===== src/rtl/rect_overlay_pkg.sv =====
// Purpose: shared widths, default colour and the box descriptor type for the overlay.
// Latency: n/a (types and constants only).
// Backpressure: n/a.
package rect_overlay_pkg;

  localparam int COORD_W = 10;
  localparam int PIX_W   = 12;

  localparam logic [PIX_W-1:0] COLOR_GREEN = 12'h0F0;

  // One box: inclusive inner edges, border colour and draw/blink flags.
  typedef struct packed {
    logic [COORD_W-1:0] left;
    logic [COORD_W-1:0] right;
    logic [COORD_W-1:0] top;
    logic [COORD_W-1:0] bottom;
    logic [PIX_W-1:0]   color;
    logic               enable;
    logic               blink;
  } box_desc_t;

endpackage


===== src/rtl/rect_overlay_if.sv =====
// Purpose: groups the box-write port, pixel input stream and overlaid output stream.
// Latency: n/a (wiring only).
// Backpressure: none; every signal is a plain per-cycle strobe or data word.
interface rect_overlay_if #(
  parameter int NUM_BOX = 4
);
  import rect_overlay_pkg::*;

  localparam int IDX_W = (NUM_BOX > 1) ? $clog2(NUM_BOX) : 1;

  logic               box_wr_en;
  logic [IDX_W-1:0]   box_wr_idx;
  logic [COORD_W-1:0] box_left;
  logic [COORD_W-1:0] box_right;
  logic [COORD_W-1:0] box_top;
  logic [COORD_W-1:0] box_bottom;
  logic [PIX_W-1:0]   box_color;
  logic               box_enable;
  logic               box_blink;
  logic               frame_start;
  logic               pix_valid_in;
  logic [COORD_W-1:0] pixel_x;
  logic [COORD_W-1:0] pixel_y;
  logic [PIX_W-1:0]   pixel_in;
  logic               pix_valid_out;
  logic [PIX_W-1:0]   pixel_out;
  logic [NUM_BOX-1:0] box_hit;

  modport master (
    output box_wr_en, box_wr_idx, box_left, box_right, box_top, box_bottom,
           box_color, box_enable, box_blink, frame_start, pix_valid_in,
           pixel_x, pixel_y, pixel_in,
    input  pix_valid_out, pixel_out, box_hit
  );

  modport slave (
    input  box_wr_en, box_wr_idx, box_left, box_right, box_top, box_bottom,
           box_color, box_enable, box_blink, frame_start, pix_valid_in,
           pixel_x, pixel_y, pixel_in,
    output pix_valid_out, pixel_out, box_hit
  );

endinterface


===== src/rtl/rect_border_hit.sv =====
// Purpose: decides whether a pixel lies on one box's border ring (outside the inner edges).
// Latency: purely combinational.
// Backpressure: none.
module rect_border_hit
  import rect_overlay_pkg::*;
#(
  parameter int BORDER_W = 5
) (
  input  box_desc_t          box_i,
  input  logic [COORD_W-1:0] pixel_x_i,
  input  logic [COORD_W-1:0] pixel_y_i,
  output logic               hit_o
);

  // Two extra bits keep left-BORDER_W below zero and right+BORDER_W above max from wrapping.
  localparam int SW = COORD_W + 2;

  logic signed [SW-1:0] x, y, l, r, t, b, bw;
  logic                 in_outer, in_inner, well_formed;

  assign x  = signed'({2'b00, pixel_x_i});
  assign y  = signed'({2'b00, pixel_y_i});
  assign l  = signed'({2'b00, box_i.left});
  assign r  = signed'({2'b00, box_i.right});
  assign t  = signed'({2'b00, box_i.top});
  assign b  = signed'({2'b00, box_i.bottom});
  assign bw = SW'(BORDER_W);

  assign well_formed = (l <= r) && (t <= b);
  assign in_outer    = (x >= l - bw) && (x <= r + bw) && (y >= t - bw) && (y <= b + bw);
  assign in_inner    = (x >= l) && (x <= r) && (y >= t) && (y <= b);
  assign hit_o       = box_i.enable && well_formed && in_outer && !in_inner;

endmodule


===== src/rtl/rect_overlay.sv =====
// Purpose: draws up to NUM_BOX bordered boxes over the pixel stream with frame-synchronous box updates.
// Latency: fixed 2 cycles from pixel inputs to pixel_out/box_hit/pix_valid_out.
// Backpressure: none; accepts one pixel every cycle and never stalls.
module rect_overlay
  import rect_overlay_pkg::*;
#(
  parameter int NUM_BOX      = 4,
  parameter int BORDER_W     = 5,
  parameter int BLINK_FRAMES = 30
) (
  input  logic           clk,
  input  logic           rst,
  rect_overlay_if.slave  ovl
);

  localparam int BC_W = (BLINK_FRAMES > 1) ? $clog2(BLINK_FRAMES) : 1;

  box_desc_t          pend_q [NUM_BOX];
  box_desc_t          pend_d [NUM_BOX];
  box_desc_t          act_q  [NUM_BOX];
  box_desc_t          act_d  [NUM_BOX];
  box_desc_t          wr_desc;
  logic [BC_W-1:0]    blink_cnt_q, blink_cnt_d;
  logic               blink_phase_q, blink_phase_d;
  logic [NUM_BOX-1:0] raw_hit, gated_hit;
  logic [PIX_W-1:0]   sel_color;

  logic               s1_vld_q;
  logic [PIX_W-1:0]   s1_pix_q, s1_col_q;
  logic [NUM_BOX-1:0] s1_hit_q;
  logic               vld_q;
  logic [PIX_W-1:0]   pix_q;
  logic [NUM_BOX-1:0] hit_q;

  assign wr_desc = '{left:   ovl.box_left,   right:  ovl.box_right,
                     top:    ovl.box_top,    bottom: ovl.box_bottom,
                     color:  ovl.box_color,  enable: ovl.box_enable,
                     blink:  ovl.box_blink};

  // Bank next state: active takes the pre-write pending copy, so a same-cycle write waits a frame.
  always_comb begin
    pend_d = pend_q;
    act_d  = act_q;
    if (ovl.frame_start) act_d = pend_q;
    if (ovl.box_wr_en && (int'(ovl.box_wr_idx) < NUM_BOX)) pend_d[ovl.box_wr_idx] = wr_desc;
  end

  // Blink next state: count frame pulses and flip the phase each time the count wraps.
  always_comb begin
    blink_cnt_d   = blink_cnt_q;
    blink_phase_d = blink_phase_q;
    if (ovl.frame_start) begin
      if (blink_cnt_q == BC_W'(BLINK_FRAMES - 1)) begin
        blink_cnt_d   = '0;
        blink_phase_d = ~blink_phase_q;
      end else begin
        blink_cnt_d = blink_cnt_q + 1'b1;
      end
    end
  end

  for (genvar i = 0; i < NUM_BOX; i++) begin : g_box
    rect_border_hit #(.BORDER_W(BORDER_W)) u_hit (
      .box_i     (act_q[i]),
      .pixel_x_i (ovl.pixel_x),
      .pixel_y_i (ovl.pixel_y),
      .hit_o     (raw_hit[i])
    );
    assign gated_hit[i] = raw_hit[i] && ovl.pix_valid_in && !(blink_phase_q && act_q[i].blink);
  end

  // Lowest-index hitting box wins; colour is captured with the pixel so a bank swap cannot recolour it.
  always_comb begin
    sel_color = '0;
    for (int i = NUM_BOX - 1; i >= 0; i--) begin
      if (gated_hit[i]) sel_color = act_q[i].color;
    end
  end

  // Descriptor banks and blink state.
  always_ff @(posedge clk or posedge rst) begin
    if (rst) begin
      for (int i = 0; i < NUM_BOX; i++) begin
        pend_q[i] <= '0;
        act_q[i]  <= '0;
      end
      blink_cnt_q   <= '0;
      blink_phase_q <= 1'b0;
    end else begin
      pend_q        <= pend_d;
      act_q         <= act_d;
      blink_cnt_q   <= blink_cnt_d;
      blink_phase_q <= blink_phase_d;
    end
  end

  // Two-stage pixel pipeline: stage 1 holds hits and chosen colour, stage 2 the final pixel.
  always_ff @(posedge clk or posedge rst) begin
    if (rst) begin
      s1_vld_q <= 1'b0;
      s1_pix_q <= '0;
      s1_col_q <= '0;
      s1_hit_q <= '0;
      vld_q    <= 1'b0;
      pix_q    <= '0;
      hit_q    <= '0;
    end else begin
      s1_vld_q <= ovl.pix_valid_in;
      s1_pix_q <= ovl.pixel_in;
      s1_col_q <= sel_color;
      s1_hit_q <= gated_hit;
      vld_q    <= s1_vld_q;
      pix_q    <= !s1_vld_q ? '0 : ((|s1_hit_q) ? s1_col_q : s1_pix_q);
      hit_q    <= s1_hit_q;
    end
  end

  assign ovl.pix_valid_out = vld_q;
  assign ovl.pixel_out     = pix_q;
  assign ovl.box_hit       = hit_q;

endmodule


===== src/flat_wrapper.sv =====
// flat-port wrapper written by rule: the top's interface ports become plain ports
module rect_overlay_flat import rect_overlay_pkg::*;
#(
  parameter int NUM_BOX      = 4,
  parameter int BORDER_W     = 5,
  parameter int BLINK_FRAMES = 30
)
  (clk, rst, ovl_box_wr_en, ovl_box_wr_idx, ovl_box_left, ovl_box_right, ovl_box_top, ovl_box_bottom, ovl_box_color, ovl_box_enable, ovl_box_blink, ovl_frame_start, ovl_pix_valid_in, ovl_pixel_x, ovl_pixel_y, ovl_pixel_in, ovl_pix_valid_out, ovl_pixel_out, ovl_box_hit);
  rect_overlay_if #(.NUM_BOX(NUM_BOX)) ovl_i ();
  input  logic clk;
  input  logic rst;
  input wire logic [$bits(ovl_i.box_wr_en)-1:0] ovl_box_wr_en;
  input wire logic [$bits(ovl_i.box_wr_idx)-1:0] ovl_box_wr_idx;
  input wire logic [$bits(ovl_i.box_left)-1:0] ovl_box_left;
  input wire logic [$bits(ovl_i.box_right)-1:0] ovl_box_right;
  input wire logic [$bits(ovl_i.box_top)-1:0] ovl_box_top;
  input wire logic [$bits(ovl_i.box_bottom)-1:0] ovl_box_bottom;
  input wire logic [$bits(ovl_i.box_color)-1:0] ovl_box_color;
  input wire logic [$bits(ovl_i.box_enable)-1:0] ovl_box_enable;
  input wire logic [$bits(ovl_i.box_blink)-1:0] ovl_box_blink;
  input wire logic [$bits(ovl_i.frame_start)-1:0] ovl_frame_start;
  input wire logic [$bits(ovl_i.pix_valid_in)-1:0] ovl_pix_valid_in;
  input wire logic [$bits(ovl_i.pixel_x)-1:0] ovl_pixel_x;
  input wire logic [$bits(ovl_i.pixel_y)-1:0] ovl_pixel_y;
  input wire logic [$bits(ovl_i.pixel_in)-1:0] ovl_pixel_in;
  output wire logic [$bits(ovl_i.pix_valid_out)-1:0] ovl_pix_valid_out;
  output wire logic [$bits(ovl_i.pixel_out)-1:0] ovl_pixel_out;
  output wire logic [$bits(ovl_i.box_hit)-1:0] ovl_box_hit;
  assign ovl_i.box_wr_en = ovl_box_wr_en;
  assign ovl_i.box_wr_idx = ovl_box_wr_idx;
  assign ovl_i.box_left = ovl_box_left;
  assign ovl_i.box_right = ovl_box_right;
  assign ovl_i.box_top = ovl_box_top;
  assign ovl_i.box_bottom = ovl_box_bottom;
  assign ovl_i.box_color = ovl_box_color;
  assign ovl_i.box_enable = ovl_box_enable;
  assign ovl_i.box_blink = ovl_box_blink;
  assign ovl_i.frame_start = ovl_frame_start;
  assign ovl_i.pix_valid_in = ovl_pix_valid_in;
  assign ovl_i.pixel_x = ovl_pixel_x;
  assign ovl_i.pixel_y = ovl_pixel_y;
  assign ovl_i.pixel_in = ovl_pixel_in;
  assign ovl_pix_valid_out = ovl_i.pix_valid_out;
  assign ovl_pixel_out = ovl_i.pixel_out;
  assign ovl_box_hit = ovl_i.box_hit;
  rect_overlay #(.NUM_BOX(NUM_BOX), .BORDER_W(BORDER_W), .BLINK_FRAMES(BLINK_FRAMES)) u_core (.clk(clk), .rst(rst), .ovl(ovl_i));
endmodule

===== config.mk =====
export PLATFORM = sky130hd
export DESIGN_NAME = rect_overlay_flat
export DESIGN_NICKNAME = d
export VERILOG_FILES = /design/src/rtl/rect_overlay_pkg.sv /design/src/rtl/rect_overlay_if.sv /design/src/rtl/rect_border_hit.sv /design/src/rtl/rect_overlay.sv /design/src/flat_wrapper.sv
export SDC_FILE = /design/constraint.sdc
export NUM_CORES = 1
export LEC_CHECK = 0
export ABC_AREA = 1
export ABC_CLOCK_PERIOD_IN_PS = 24300
export CAP_MARGIN = 0
export CORE_ASPECT_RATIO = 0.6
export CORE_MARGIN = 4
export CORE_UTILIZATION = 45
export CTS_CLUSTER_SIZE = 12
export DETAILED_ROUTE_END_ITERATION = 8
export HOLD_SLACK_MARGIN = 0.05
export SLEW_MARGIN = 20
export SYNTH_ARGS = -nofsm -noshare
export SYNTH_HDL_FRONTEND = slang
export SYNTH_HIERARCHICAL = 1
export SYNTH_SLANG_ARGS = --single-unit

===== constraint.sdc =====
create_clock -name clk -period 24.3 [get_ports clk]
set_clock_uncertainty 0.1 [all_clocks]
set_input_delay 4.86 -clock clk [delete_from_list [all_inputs] [get_ports clk]]
set_output_delay 4.86 -clock clk [all_outputs]
set_load 0.02 [all_outputs]

* Word-level counts from Yosys, hierarchy flattened
Cells that the tools add are included.
Word-level totals: register bits after elaboration 484, output and inout bits 17
Cells by class: reduce and logical (&&, ||, !) cells 63, equality and inequality tests 1, $lt $le $gt $ge 42, mux-type cells 10, bitwise gates (word level) 2, $add $sub $neg 17
Operators with widths (count):
- bitwise mux 216 bit | 1
- <= comparator 10 bit | 16
- demux 54 bit (select 2 bit) | 1
- adder 10 x 3 -> 11 bit (second input constant) | 8
- greater-or-equal comparator 11 bit | 8
- <= comparator 10 x 11 -> 1 bit | 8
- subtractor 10 x 3 -> 11 bit (second input constant) | 8
- greater-or-equal comparator 10 bit | 8
- 2-to-1 mux 12 bit | 6
- 2-to-1 mux 54 bit | 1
- logical AND 1 bit | 53
- logical NOT 1 bit | 8
- adder 5 x 1 -> 5 bit (second input constant) | 1
- == test 5 bit (second input constant) | 1
- 2-to-1 mux 5 bit | 1
- OR reduction 4 bit | 1
- greater-or-equal comparator 3 bit (second input constant) | 1
- less-than comparator 3 x 1 -> 1 bit (second input constant) | 1
- inverter 2 -> 3 bit | 1
- AND reduction 2 bit | 1
- inverter 1 bit | 1

* Depth between registers and ports, before layout
word-level depth 13, depth in mapped cells 26, mapped depth without buffers 25

* By module
Netlist, hierarchy kept.
By module, submodules not included:
- rect_overlay | cells an instance 1943, instances 1, area each 18101.1 um2
- rect_border_hit at u_core.g_box[0].u_hit | cells an instance 477, instances 1, area each 3095.5 um2
- rect_border_hit at u_core.g_box[1].u_hit | cells an instance 465, instances 1, area each 3062.9 um2
- rect_border_hit at u_core.g_box[2].u_hit | cells an instance 472, instances 1, area each 3062.9 um2
- rect_border_hit at u_core.g_box[3].u_hit | cells an instance 471, instances 1, area each 3059.2 um2

* Worst setup path after synthesis
Ideal clock, no wire load.
path type in2reg, from input ovl_pixel_x[8], to register u_core.s1_col_q[2], setup slack 17.626 ns, arrival 6.496 ns, buffers on the path 1, data required time 24.123 ns, library setup time 0.077 ns, stages 18, cells stage by stage ha_1 -> a21o_2 -> nand3_1 -> nand2_1 -> nor2_1 -> nand2_1 -> nand2_1 -> nand2_1 -> clkinv_1 -> nand2_1 -> nor2_1 -> nand2_1 -> nor2_2 -> buf_4 -> nand2_1 -> nand2_1 -> inv_1 -> a21oi_1
Between the ends: elaborated cells between the ends (all ways) 64, classes of those cells order compare (16); mux (4); reduce/logical (44)
RTL lines:
- start: declaration | line flat_wrapper.sv:23 | input wire logic [$bits(ovl_i.pixel_x)-1:0] ovl_pixel_x;
- greater-or-equal comparator 11 bit, or another cell as far along | line rect_border_hit.sv:30 | assign in_outer = (x >= l - bw) && (x <= r + bw) && (y >= t - bw) && (y <= b + bw);
- logical AND 1 bit, on equally long branches (3 in series) | line rect_border_hit.sv:30, rect_border_hit.sv:31
- logical AND 1 bit or logical NOT 1 bit (tied branches) | line rect_border_hit.sv:32 | assign hit_o = box_i.enable && well_formed && in_outer && !in_inner;
- logical AND 1 bit (*) | line rect_border_hit.sv:32
- via u_core.raw_hit[1] | line rect_overlay.sv:25 | logic [NUM_BOX-1:0] raw_hit, gated_hit;
- logical AND 1 bit (*) (2 in series) | line rect_overlay.sv:69 | assign gated_hit[i] = raw_hit[i] && ovl.pix_valid_in && !(blink_phase_q && act_q[i].blink);
- via u_core.gated_hit[1] | line rect_overlay.sv:25
- 2-to-1 mux 12 bit (*) (2 in series) | line rect_overlay.sv:76 | if (gated_hit[i]) sel_color = act_q[i].color;
- via u_core.sel_color[2] | line rect_overlay.sv:26 | logic [PIX_W-1:0] sel_color;
- end signal: assignment | line rect_overlay.sv:110 | s1_col_q <= sel_color;
- end: declaration | line rect_overlay.sv:29 | logic [PIX_W-1:0] s1_pix_q, s1_col_q;
Mark *: on every way through the listed nets, which the timed path passes. The rest lies on a longest branch. A chain may end at the register's enable or synchronous reset.

* Worst setup path in the final report
from input ovl_pixel_y[1], to register u_core.s1_col_q[11]
Between the ends: elaborated cells between the ends (all ways) 56, classes of those cells order compare (16); mux (4); reduce/logical (36)
RTL lines:
- start: declaration | line flat_wrapper.sv:24 | input wire logic [$bits(ovl_i.pixel_y)-1:0] ovl_pixel_y;
- greater-or-equal comparator 11 bit or greater-or-equal comparator 10 bit (tied branches) | line rect_border_hit.sv:30, rect_border_hit.sv:31
- logical AND 1 bit, on equally long branches (2 in series) | line rect_border_hit.sv:30, rect_border_hit.sv:31
- logical AND 1 bit or logical NOT 1 bit (tied branches) | line rect_border_hit.sv:32
- logical AND 1 bit (*) | line rect_border_hit.sv:32
- via u_core.raw_hit[0] | line rect_overlay.sv:25
- logical AND 1 bit (*) (2 in series) | line rect_overlay.sv:69
- 2-to-1 mux 12 bit (*) | line rect_overlay.sv:76
- via u_core.sel_color[11] | line rect_overlay.sv:26
Marked as above.

==> flow_summary.toml <==
[global_route]
grt_antenna_before_repair = 0
grt_start_max_net_pins = 109
busiest_layer = "met1"
grtUsageTotal_pct = 25.0
grt_pass1_vias = 23500
met3_usage_pct = 5.07
grt_pass1_wl_mm = 140
use_met2_pct = 31.2
met1_usage_pct = 42.9
overflow = 0

[timing]
rsz0062_at_grt = "false"
finalCriticalPeriod_ps = 8460
setup_tns_ps = 0
hold_viol_final = 0
period_share_pct = 34.8
setup_violations = 0
slew_headroom_pct = 24.5
fmax_mhz = 118
tightest_slew_ps = 1130
finalMaxSlewViolations = 0

[logic_synthesis]
synth_area_leaders = "dfrtp_1 (40%), ha_1 (17%), nand2_1 (17%)"
synth_top_area_cell = "dfrtp_1"
syn_avg_cell_area_sq_um = 7.94
synth-edff-count = 0
seq_area_frac_synth_pct = 39.9
netlist.area_leader.share_pct = 39.9
async_flop_share_pct = 100
yosys_register_bits = 484
yosys_warnings = 6
synth.most_common_cell = "nand2_1"
synth_area_sq_um = 30400
synthTopCellsByCount = "nand2_1 (1353), dfrtp_1 (484), ha_1 (418)"
synth_fp_nets = 4339
synth_cells = 3828
synth-main-ff-cell = "dfrtp_1"
post_synth_num_cell_types = 44

[floorplan]
floorplan.die_area_sq_um = 71900
num_rows = 73
fp.dieW_um = 343
num_io_pins = 110
core_area_sq_um = 66500
die_h_um = 209
initial_core_util_pct = 45.7

[setup_path]
r2r_start = "u_core/act_q[176]$_DFFE_PP0P_"
crit_type = "input pin to flip-flop"
critPathTopFamily = "simple AND/OR/NAND/NOR gates"
r2r-end = "u_core/s1_col_q[11]$_DFF_PP0_"
critPathArrivalTime_ps = 8910
required_ps = 24740
path_common_cell = "nand2_1"
path_cells = "clkdlybuf4s50_1 > ha_1 > inv_1 > nor2_1 > o21bai_1 > nand2_1 > nand2_1 > nand2_1 > nand2_1 > nand2_1 > nand2_1 > nand3_1 > nor3_2 > nand3_1 > nand2_1 > inv_1 > a21oi_1"
slowest_stage = "clkdlybuf4s50_1"
r2r_setup_slack_ps = 19750
max_stage_delay_ps = 980
r2r_cells = 21
startpoint_type = "input pin"
critPathBufInv = 3
end_kind = "flip-flop"
cp_max_fo = 25

[final_layout]
fin_nets = 4416
area_growth_pct = 11.2
multiInputGateArea_sq_um = 16400
fill_cells = 6600
antenna_cells = 0
ff_latch_area_sq_um = 12100
fin_util_pct = 50.8
drive_above_1_share_pct = 3.49

[drt]
drc = 0
dr.first_iter.drc_count = 2241
avgRoutedWirePerCell_um = 18.5
detail-route-antenna-nets = 0
avgViaCountPerCell = 5.20
num_vias = 25100
drtPass1Iterations = 5
wl_mm = 89.0

[clocking]
cts_tree = "built"
post-cts-setup-buffer-count = 0
cts.sinks = 484
clk_pin_slew_ps = 60
cts-root-buf = "clkbuf_16"
cts_hold_buf = 0
post_cts_resized = 0
max-clock-path-buffers = 3
htreeDepth = 2
cts_inserted_buffers = 49
clk_latency_ps = 620

[pwr]
ir_worst_vdd_mv = 0.0517
power.density_nw_per_um2 = 76.4
leakage_uw = 0.0177

[min_path]
hp-start = "u_core/s1_hit_q[0]$_DFF_PP0_"
holdPathEnd = "u_core/ovl.box_hit[0]$_DFF_PP0_"
hold_depth = 0
holdCritPathClass = "flip-flop to flip-flop"

[run_status]
status = "complete, no violations"

[place]
place_hpwl_mm = 63.5
numPortBuffers = 109
place.gp.congestion = 0.939

[job]
cap_viol_max_count = 0
==> cell usage in the layout (no fill, tap or decap), drive strengths merged <==
master,n
nand2,1361
buf,22
xnor2,1
clkdlybuf4s50,108
nor3b,1
a211oi,1
xor2,121
o21bai,11
nor2,228
or2,8
o22ai,2
dfrtp,484
a21o,10
clkbuf,61
or3,1
o211ai,17
nor3,32
inv,376
nand4,32
a21boi,1
ha,418
o21a,33
a31oi,3
nand3,122
bufinv,2
nand3b,3
o21ai,274
a21oi,166
o2111ai,6
nor4,11
clkinvlp,1
clkinv,7
==> where the power goes <==
group          switching (uW)  internal (uW)  total, uW
Sequential                133            928       1060
Clock                     329            400        730
Combinational             488            303        791
==> final cells by class <==
| cell class | instances | area share, % |
|---|---|---|
| sequential | 484 | 35.8 |
| clock inverter | 10 | 0.444 |
| tap | 900 | 3.33 |
| multi-input combinational | 2863 | 48.6 |
| timing repair buffer | 131 | 3.74 |
| clock buffer | 60 | 3.87 |
| inverter | 376 | 4.21 |
==> cells by family after synthesis <==
group	synth area share [%]
AND/OR/NAND/NOR	23.8
buffers and inverters	6.22
flip-flops	39.9
AO/OA/AOI/OAI	9.37
adder cells (fa/ha/maj)	17.2
XOR/XNOR	3.52
==> metal layers <==
metal | vias up | share of wire [%]
li1 | 12500 | -
met1 | 11700 | 55
met2 | 758 | 35
met3 | 81 | 8.4
met4 | 0 | 1.6
met5 | - | 0
==> worst max path at each step <==
stage,cells after the start,endpoint,startpoint
after CTS,16,u_core/s1_col_q[5]$_DFF_PP0_,ovl_pixel_x[6]
after floorplan,1,u_core/act_q[0]$_DFFE_PP0P_,rst
after global placement,17,u_core/s1_col_q[10]$_DFF_PP0_,ovl_pixel_x[6]
final,17,u_core/s1_col_q[11]$_DFF_PP0_,ovl_pixel_y[1]
after detailed placement,16,u_core/s1_col_q[5]$_DFF_PP0_,ovl_pixel_x[6]
after global routing,16,u_core/s1_col_q[4]$_DFF_PP0_,ovl_pixel_x[1]
==> flip-flops by register name (all words and copies together), names as in the netlist <==
name                      cells
u_core/act_q                216
u_core/pend_q               216
u_core/ovl.pixel_out         12
u_core/s1_col_q              12
u_core/s1_pix_q              12
u_core/blink_cnt_q            5
u_core/ovl.box_hit            4
u_core/s1_hit_q               4
u_core/blink_phase_q          1
u_core/ovl.pix_valid_out      1
u_core/s1_vld_q               1
==> stage by stage <==
step | cell area [sq um] | total power (uW) | setup slack, ps | instances | hold slack (ps)
2_1_floorplan | 30400 | 1590 | 5830 | 3828 | 254
3_3_place_gp | 32300 | 1830 | 15360 | 4754 | 275
3_5_place_dp | 32300 | 1840 | 15310 | 4754 | 263
4_1_cts | 33800 | 2590 | 15950 | 4824 | 288
5_1_grt | 33800 | 2770 | 15540 | 4824 | 308
6_report | 33800 | 2580 | 15840 | 4824 | 286
Power figures use the tool's default switching activity.
